--- src/rtl/br_predictor.sv ---
// br_predictor: direct-mapped branch target buffer for the pipelined MIPS core.
// Each entry holds a valid bit, a tag, a target and a saturating counter.
// Indexing is bimodal (MODE 0) or gshare (MODE 1, index XOR global history).
// A sequential clear engine walks the table one entry per cycle. Two
// saturating performance counters track lookups and mispredicts.
//
// Ports:
//   CLK, nRST          clock, synchronous active-low reset
//   pc                 fetch address looked up combinationally
//   pred_hit/taken     lookup hit and predicted direction
//   pred_target        stored target of the looked-up entry
//   pred_index         index used, piped by the datapath to the update port
//   upd_valid/index/pc/taken/target/mispredict
//                      branch resolution from the memory stage
//   clr_req            pulse to start a table clear
//   busy               clear in progress
//   perf_lookups       saturating count of non-busy lookup cycles
//   perf_mispred       saturating count of mispredict updates
module br_predictor #(
    parameter int unsigned ENTRIES  = 16,
    parameter int unsigned CTR_BITS = 2,
    parameter int unsigned MODE     = 0,
    localparam int unsigned IDX     = $clog2(ENTRIES)
) (
    input  logic            CLK,
    input  logic            nRST,
    input  logic [31:0]     pc,
    output logic            pred_hit,
    output logic            pred_taken,
    output logic [31:0]     pred_target,
    output logic [IDX-1:0]  pred_index,
    input  logic            upd_valid,
    input  logic [IDX-1:0]  upd_index,
    input  logic [31:0]     upd_pc,
    input  logic            upd_taken,
    input  logic [31:0]     upd_target,
    input  logic            upd_mispredict,
    input  logic            clr_req,
    output logic            busy,
    output logic [31:0]     perf_lookups,
    output logic [31:0]     perf_mispred
);

    localparam int unsigned TAG_W = 30 - IDX;
    localparam logic [CTR_BITS-1:0] CTR_WT  = CTR_BITS'(1) << (CTR_BITS - 1);
    localparam logic [CTR_BITS-1:0] CTR_WNT = CTR_WT - CTR_BITS'(1);

    typedef enum logic {S_IDLE, S_CLEAR} state_t;

    state_t              state_q, state_d;
    logic [IDX-1:0]      ptr_q, ptr_d;
    logic [IDX-1:0]      ghr_q, ghr_d;
    logic [31:0]         perf_lookups_q, perf_lookups_d;
    logic [31:0]         perf_mispred_q, perf_mispred_d;
    logic                valid_q  [ENTRIES];
    logic                valid_d  [ENTRIES];
    logic [TAG_W-1:0]    tag_q    [ENTRIES];
    logic [TAG_W-1:0]    tag_d    [ENTRIES];
    logic [31:0]         target_q [ENTRIES];
    logic [31:0]         target_d [ENTRIES];
    logic [CTR_BITS-1:0] ctr_q    [ENTRIES];
    logic [CTR_BITS-1:0] ctr_d    [ENTRIES];

    logic [IDX-1:0]      look_idx;
    logic                look_hit;
    logic                upd_hit;
    logic                unused_bits;

    assign unused_bits  = ^{pc[1:0], upd_pc[IDX+1:0]};
    assign busy         = (state_q == S_CLEAR);
    assign perf_lookups = perf_lookups_q;
    assign perf_mispred = perf_mispred_q;

    // Lookup path
    always_comb begin
        look_idx = pc[IDX+1:2];
        if (MODE == 1) begin
            look_idx = pc[IDX+1:2] ^ ghr_q;
        end
        look_hit    = valid_q[look_idx] && (tag_q[look_idx] == pc[31:IDX+2]);
        pred_hit    = 1'b0;
        pred_taken  = 1'b0;
        pred_target = '0;
        pred_index  = '0;
        if (state_q == S_IDLE) begin
            pred_hit    = look_hit;
            pred_taken  = look_hit && ctr_q[look_idx][CTR_BITS-1];
            pred_target = target_q[look_idx];
            pred_index  = look_idx;
        end
    end

    // Update / clear engine / perf counters
    always_comb begin
        state_d        = state_q;
        ptr_d          = ptr_q;
        ghr_d          = ghr_q;
        valid_d        = valid_q;
        tag_d          = tag_q;
        target_d       = target_q;
        ctr_d          = ctr_q;
        perf_lookups_d = perf_lookups_q;
        perf_mispred_d = perf_mispred_q;
        upd_hit        = valid_q[upd_index] && (tag_q[upd_index] == upd_pc[31:IDX+2]);

        if (state_q == S_IDLE && perf_lookups_q != '1) begin
            perf_lookups_d = perf_lookups_q + 32'd1;
        end
        if (upd_valid && upd_mispredict && perf_mispred_q != '1) begin
            perf_mispred_d = perf_mispred_q + 32'd1;
        end

        case (state_q)
            S_IDLE: begin
                // A clear request wins over a same-cycle update.
                if (clr_req) begin
                    state_d = S_CLEAR;
                    ptr_d   = '0;
                    ghr_d   = '0;
                end else if (upd_valid) begin
                    // Shift in the outcome; the cast keeps the low IDX bits,
                    // which also covers IDX == 1.
                    ghr_d = IDX'({ghr_q, upd_taken});
                    if (upd_taken) begin
                        target_d[upd_index] = upd_target;
                        if (upd_hit) begin
                            if (ctr_q[upd_index] != '1) begin
                                ctr_d[upd_index] = ctr_q[upd_index] + CTR_BITS'(1);
                            end
                        end else begin
                            valid_d[upd_index] = 1'b1;
                            tag_d[upd_index]   = upd_pc[31:IDX+2];
                            ctr_d[upd_index]   = CTR_WT;
                        end
                    end else if (upd_hit && ctr_q[upd_index] != '0) begin
                        ctr_d[upd_index] = ctr_q[upd_index] - CTR_BITS'(1);
                    end
                end
            end
            S_CLEAR: begin
                valid_d[ptr_q] = 1'b0;
                ctr_d[ptr_q]   = CTR_WNT;
                ptr_d          = ptr_q + IDX'(1);
                if (ptr_q == IDX'(ENTRIES - 1)) begin
                    state_d = S_IDLE;
                end
            end
            default: state_d = S_IDLE;
        endcase
    end

    always_ff @(posedge CLK) begin
        if (!nRST) begin
            state_q        <= S_IDLE;
            ptr_q          <= '0;
            ghr_q          <= '0;
            perf_lookups_q <= '0;
            perf_mispred_q <= '0;
            for (int unsigned i = 0; i < ENTRIES; i++) begin
                valid_q[i]  <= 1'b0;
                tag_q[i]    <= '0;
                target_q[i] <= '0;
                ctr_q[i]    <= CTR_WNT;
            end
        end else begin
            state_q        <= state_d;
            ptr_q          <= ptr_d;
            ghr_q          <= ghr_d;
            perf_lookups_q <= perf_lookups_d;
            perf_mispred_q <= perf_mispred_d;
            valid_q        <= valid_d;
            tag_q          <= tag_d;
            target_q       <= target_d;
            ctr_q          <= ctr_d;
        end
    end

endmodule

--- config.mk ---
export PLATFORM = sky130hd
export DESIGN_NAME = br_predictor
export DESIGN_NICKNAME = d
export VERILOG_FILES = /design/src/rtl/br_predictor.sv
export SDC_FILE = /design/constraint.sdc
export NUM_CORES = 2
export LEC_CHECK = 0
export ABC_AREA = 0
export BUFFER_PORTS_ARGS = -buffer_cell sky130_fd_sc_hd__clkbuf_2
export CAP_MARGIN = 0
export CORE_MARGIN = 2
export CORE_UTILIZATION = 46
export CTS_CLUSTER_DIAMETER = 40
export DETAILED_ROUTE_END_ITERATION = 8
export SYNTH_ARGS = -nofsm -noshare
export SYNTH_HDL_FRONTEND = slang
export SYNTH_SLANG_ARGS = --single-unit
--- constraint.sdc ---
create_clock -name CLK -period 9.1 [get_ports CLK]
set_input_delay 0.455 -clock CLK [delete_from_list [all_inputs] [get_ports CLK]]
set_output_delay 0.455 -clock CLK [all_outputs]
set_load 0.02 [all_outputs]
==> flow_summary_export.csv <==
group,metric,value,unit
min_path,holdPathStages,3,
yosys,synth_edf_count,0,
layout,fillCellCount,9678,
clock_tree,holdBufCountCts,0,
routing,initialDrtViolationCount,4208,
floorplanning,die_w,333.4,um
floorplanning,coreArea,107400,um^2
routing,wl,162100,um
layout,nets,5388,
critical_path,crit_end,"pred_taken",
power_and_ir_drop,power.density,201.3,nW/um^2
layout,drive_above_1_share,18.42,%
critical_path,cp-start-kind,"input port",
layout,multi_input_area,26870,um^2
yosys,synth_cells,5367,
placed_design,hpwlAfterDp,88930,um
clock_tree,clk_pin_slew,0.04,ns
critical_path,reg2reg_to,"ctr_q[15]$_SDFFE_PN0P_",
global_routing,grt_antenna_before_repair,9,
sta,relSlewSlack,14.49,%
critical_path,timing.critical_path.from,"pc[2]",
clock_tree,htreeDepth,4,
routing,drc,0,
outcome,status,"finished, final reports clean",
yosys,synth_top_area_share,41.92,%
sta,clock_skew,0.05366,ns
clock_tree,ctsResizeCount,0,
sta,fmax,0.1729,GHz
power_and_ir_drop,finalPower,11.43,mW
global_routing,track_usage,28.52,%
routing,dr.pass1.iters,6,
yosys,ys_seq_area_share,41.92,%
critical_path,cp-end-kind,"primary output",
yosys,synthTopCellsByArea,"dfxtp_1, mux4_2, nand2_1, mux2i_1, a21oi_1",
clock_tree,clkSinkCount,1045,
yosys,synth_ff_type,"dfxtp_1",
floorplanning,die-area,111100,um^2
layout,seqCellArea,20920,um^2
power_and_ir_drop,static-leakage-power,19.24,nW
critical_path,path_class,"input port to primary output",
routing,wl_per_cell,23.80,um
floorplanning,rows,120,
yosys,yosys.area.top_type,"dfxtp_1",
job,max_cap_viol_count,0,
layout,areaGrowthSynthToFinish,13.84,%
power_and_ir_drop,irDropWorstVdd,0.0001712,V
clock_tree,clk_latency,0.78,ns
sta,worst_slew_pin_slew,1.283,ns
critical_path,r2r_slack,4.19,ns
sta,period_share,63.56,%
floorplanning,dieHeight,333.4,um
yosys,synth_nets,5481,
yosys,synth.avg_cell_area,9.299,um^2
global_routing,grt_max_degree,226,
min_path,min_path_type,"input port to flop",
floorplanning,start_util,46.49,%
sta,hold_violations,0,
global_routing,grt_pass1_vias,38385,
floorplanning,io_pins,209,
sta,setup_viol,0,
yosys,ys_seq_elements,1045,
sta,final.min_clock_period,5.784,ns
sta,finalMaxSlewViolations,0,
placed_design,io_buffers,200,
yosys,synth_cell_types,63,
sta,tns,0,ns
critical_path,r2r-start,"tag_q[21]$_SDFFE_PN0P_",
yosys,async_flop_share,0,%
routing,ant_nets,0,
critical_path,worstPathMaxFanout,71,
clock_tree,postCtsSetupRepairBufs,0,
routing,via_per_inst,5.917,
placed_design,gp_congestion,0.8503,
layout,final_util,52.92,%
clock_tree,cts_buffers,156,
critical_path,r2r_cells,10,
global_routing,grt_pass1_wl,243100,um
sta,rsz0062_at_grt,"no",
critical_path,required,8.65,ns
routing,vias,40306,
clock_tree,cts_tree,"built",
global_routing,grt-ovfl-total,0,
yosys,synth_warnings,0,
clock_tree,cts_root_buf,"clkbuf_16",
critical_path,cp.arrival,5.33,ns
clock_tree,cts_buffer_depth,3,
yosys,synth_area,49910,um^2
sta,whs,0.09587,ns
min_path,min_from,"clr_req",
==> cell usage in the layout, fill, tap and decap left out, drive strengths merged, types with 19 or more instances in the layout <==
cell,count
a21oi,642
a22oi,31
and2,19
and3,30
buf,85
clkbuf,379
clkinv,43
clkinvlp,24
dfxtp,1045
inv,48
mux2,23
mux2i,468
mux4,355
nand2,1280
nand3,36
nand4,19
nor2,455
nor2b,47
nor3,32
o21ai,28
o22ai,21
xnor2,43
xor2,61
==> critical path, stage by stage <==
cell and delay, ns:
buf_8 0.60, buf_4 0.65, mux4_2 0.60, mux4_2 0.52, xnor2_1 0.34, nand4_1 0.13
nor4_1 0.64, nand3_1 0.18, nor4_1 0.32, buf_4 0.24, and2_1 0.34, clkbuf_2 0.24
==> cell families (layout without fill, tap and decap cells) <==
| family | Yosys count | after routing | synth area share, % |
|---|---|---|---|
| and+or+nand+nor | 1966 | 1966 | 15.90 |
| DFF | 1045 | 1045 | 41.92 |
| other | 0 | 3 | 0 |
| AOI/OAI and AO/OA | 845 | 845 | 9.542 |
| adders and majority gates | 8 | 8 | 0.2006 |
| buffers and inverters | 553 | 592 | 4.688 |
| muxes | 846 | 846 | 25.93 |
| xor gates and xnor gates | 104 | 104 | 1.825 |
==> power breakdown <==
part / switching, mW / internal (mW) / leakage (nW) / total, mW
Clock: 2.43 / 3.76 / 2.61 / 6.19
Combinational: 0.431 / 0.193 / 8.21 / 0.624
Sequential: 0.0206 / 4.60 / 8.42 / 4.62
Total: 2.88 / 8.55 / 19.2 / 11.4
==> stage by stage <==
stage / setup slack (ns) / instance area (um^2) / std cells
after global routing: 3.056 / 56810 / 6811
after floorplan: 4.447 / 49910 / 5367
final: 3.316 / 56810 / 6812
after detailed placement: 3.070 / 51350 / 6519
after CTS: 3.385 / 56810 / 6809
after global placement: 3.159 / 51350 / 6519
==> synth_stat cells, types with 9 or more instances <==
master       n
a22oi_1     30
mux4_2     355
and4_1       9
xor2_1      61
nand4_1     19
buf_2       43
a311oi_1    14
o21a_1      14
nand3_1     36
o22ai_1     21
a211o_1     14
a31oi_1     14
a22o_1      11
nor2_1     455
nor3_1      31
buf_4       34
nand2b_1    10
mux2_2      18
clkbuf_1   383
nand2_1   1276
and2_1      19
or3_1       10
nor2b_1     47
buf_6       11
o21ai_0     24
mux2i_1    468
and3_1      30
dfxtp_1   1045
o32a_1      12
xnor2_1     43
buf_1       58
inv_1       22
a221oi_1    13
a21oi_1    642
==> layout make-up <==
class	instances	share of cell area [%]
repair buffers	278	3.002
inverters	24	0.1718
well taps	1403	3.090
flip-flops and latches	1045	36.83
clock buffers	186	7.424
diodes	3	0.01321
clock inverters	104	2.171
multi-input cells	3769	47.30
==> metal layers <==
| metal | vias to the layer above | global-route usage [%] | routed length, um | share of wire, % |
|---|---|---|---|---|
| met5 | - | 0 | 75 | 0.046 |
| met4 | 12 | 10.52 | 5363 | 3.3 |
| met3 | 349 | 4.628 | 12000 | 7.4 |
| met2 | 1607 | 46.48 | 76900 | 47 |
| met1 | 19865 | 38.22 | 67760 | 42 |
| li1 | 18473 | - | - | - |
==> flip-flops by register name, indices dropped and copies added, names as in the netlist <==
name and flops:
ctr_q 32, target_q 512, tag_q 416, ptr_q 4, valid_q 16, perf_mispred 32, busy 1, perf_lookups 32
==> worst min-delay path by stage <==
stage / to
after detailed placement: target_q[387]$_SDFFE_PN0P_
after CTS: busy$_SDFF_PN0_
after floorplan: target_q[160]$_SDFFE_PN0P_
after global routing: busy$_SDFF_PN0_
after global placement: target_q[247]$_SDFFE_PN0P_
final: busy$_SDFF_PN0_
No activity file was read; power rests on OpenSTA's default activity.
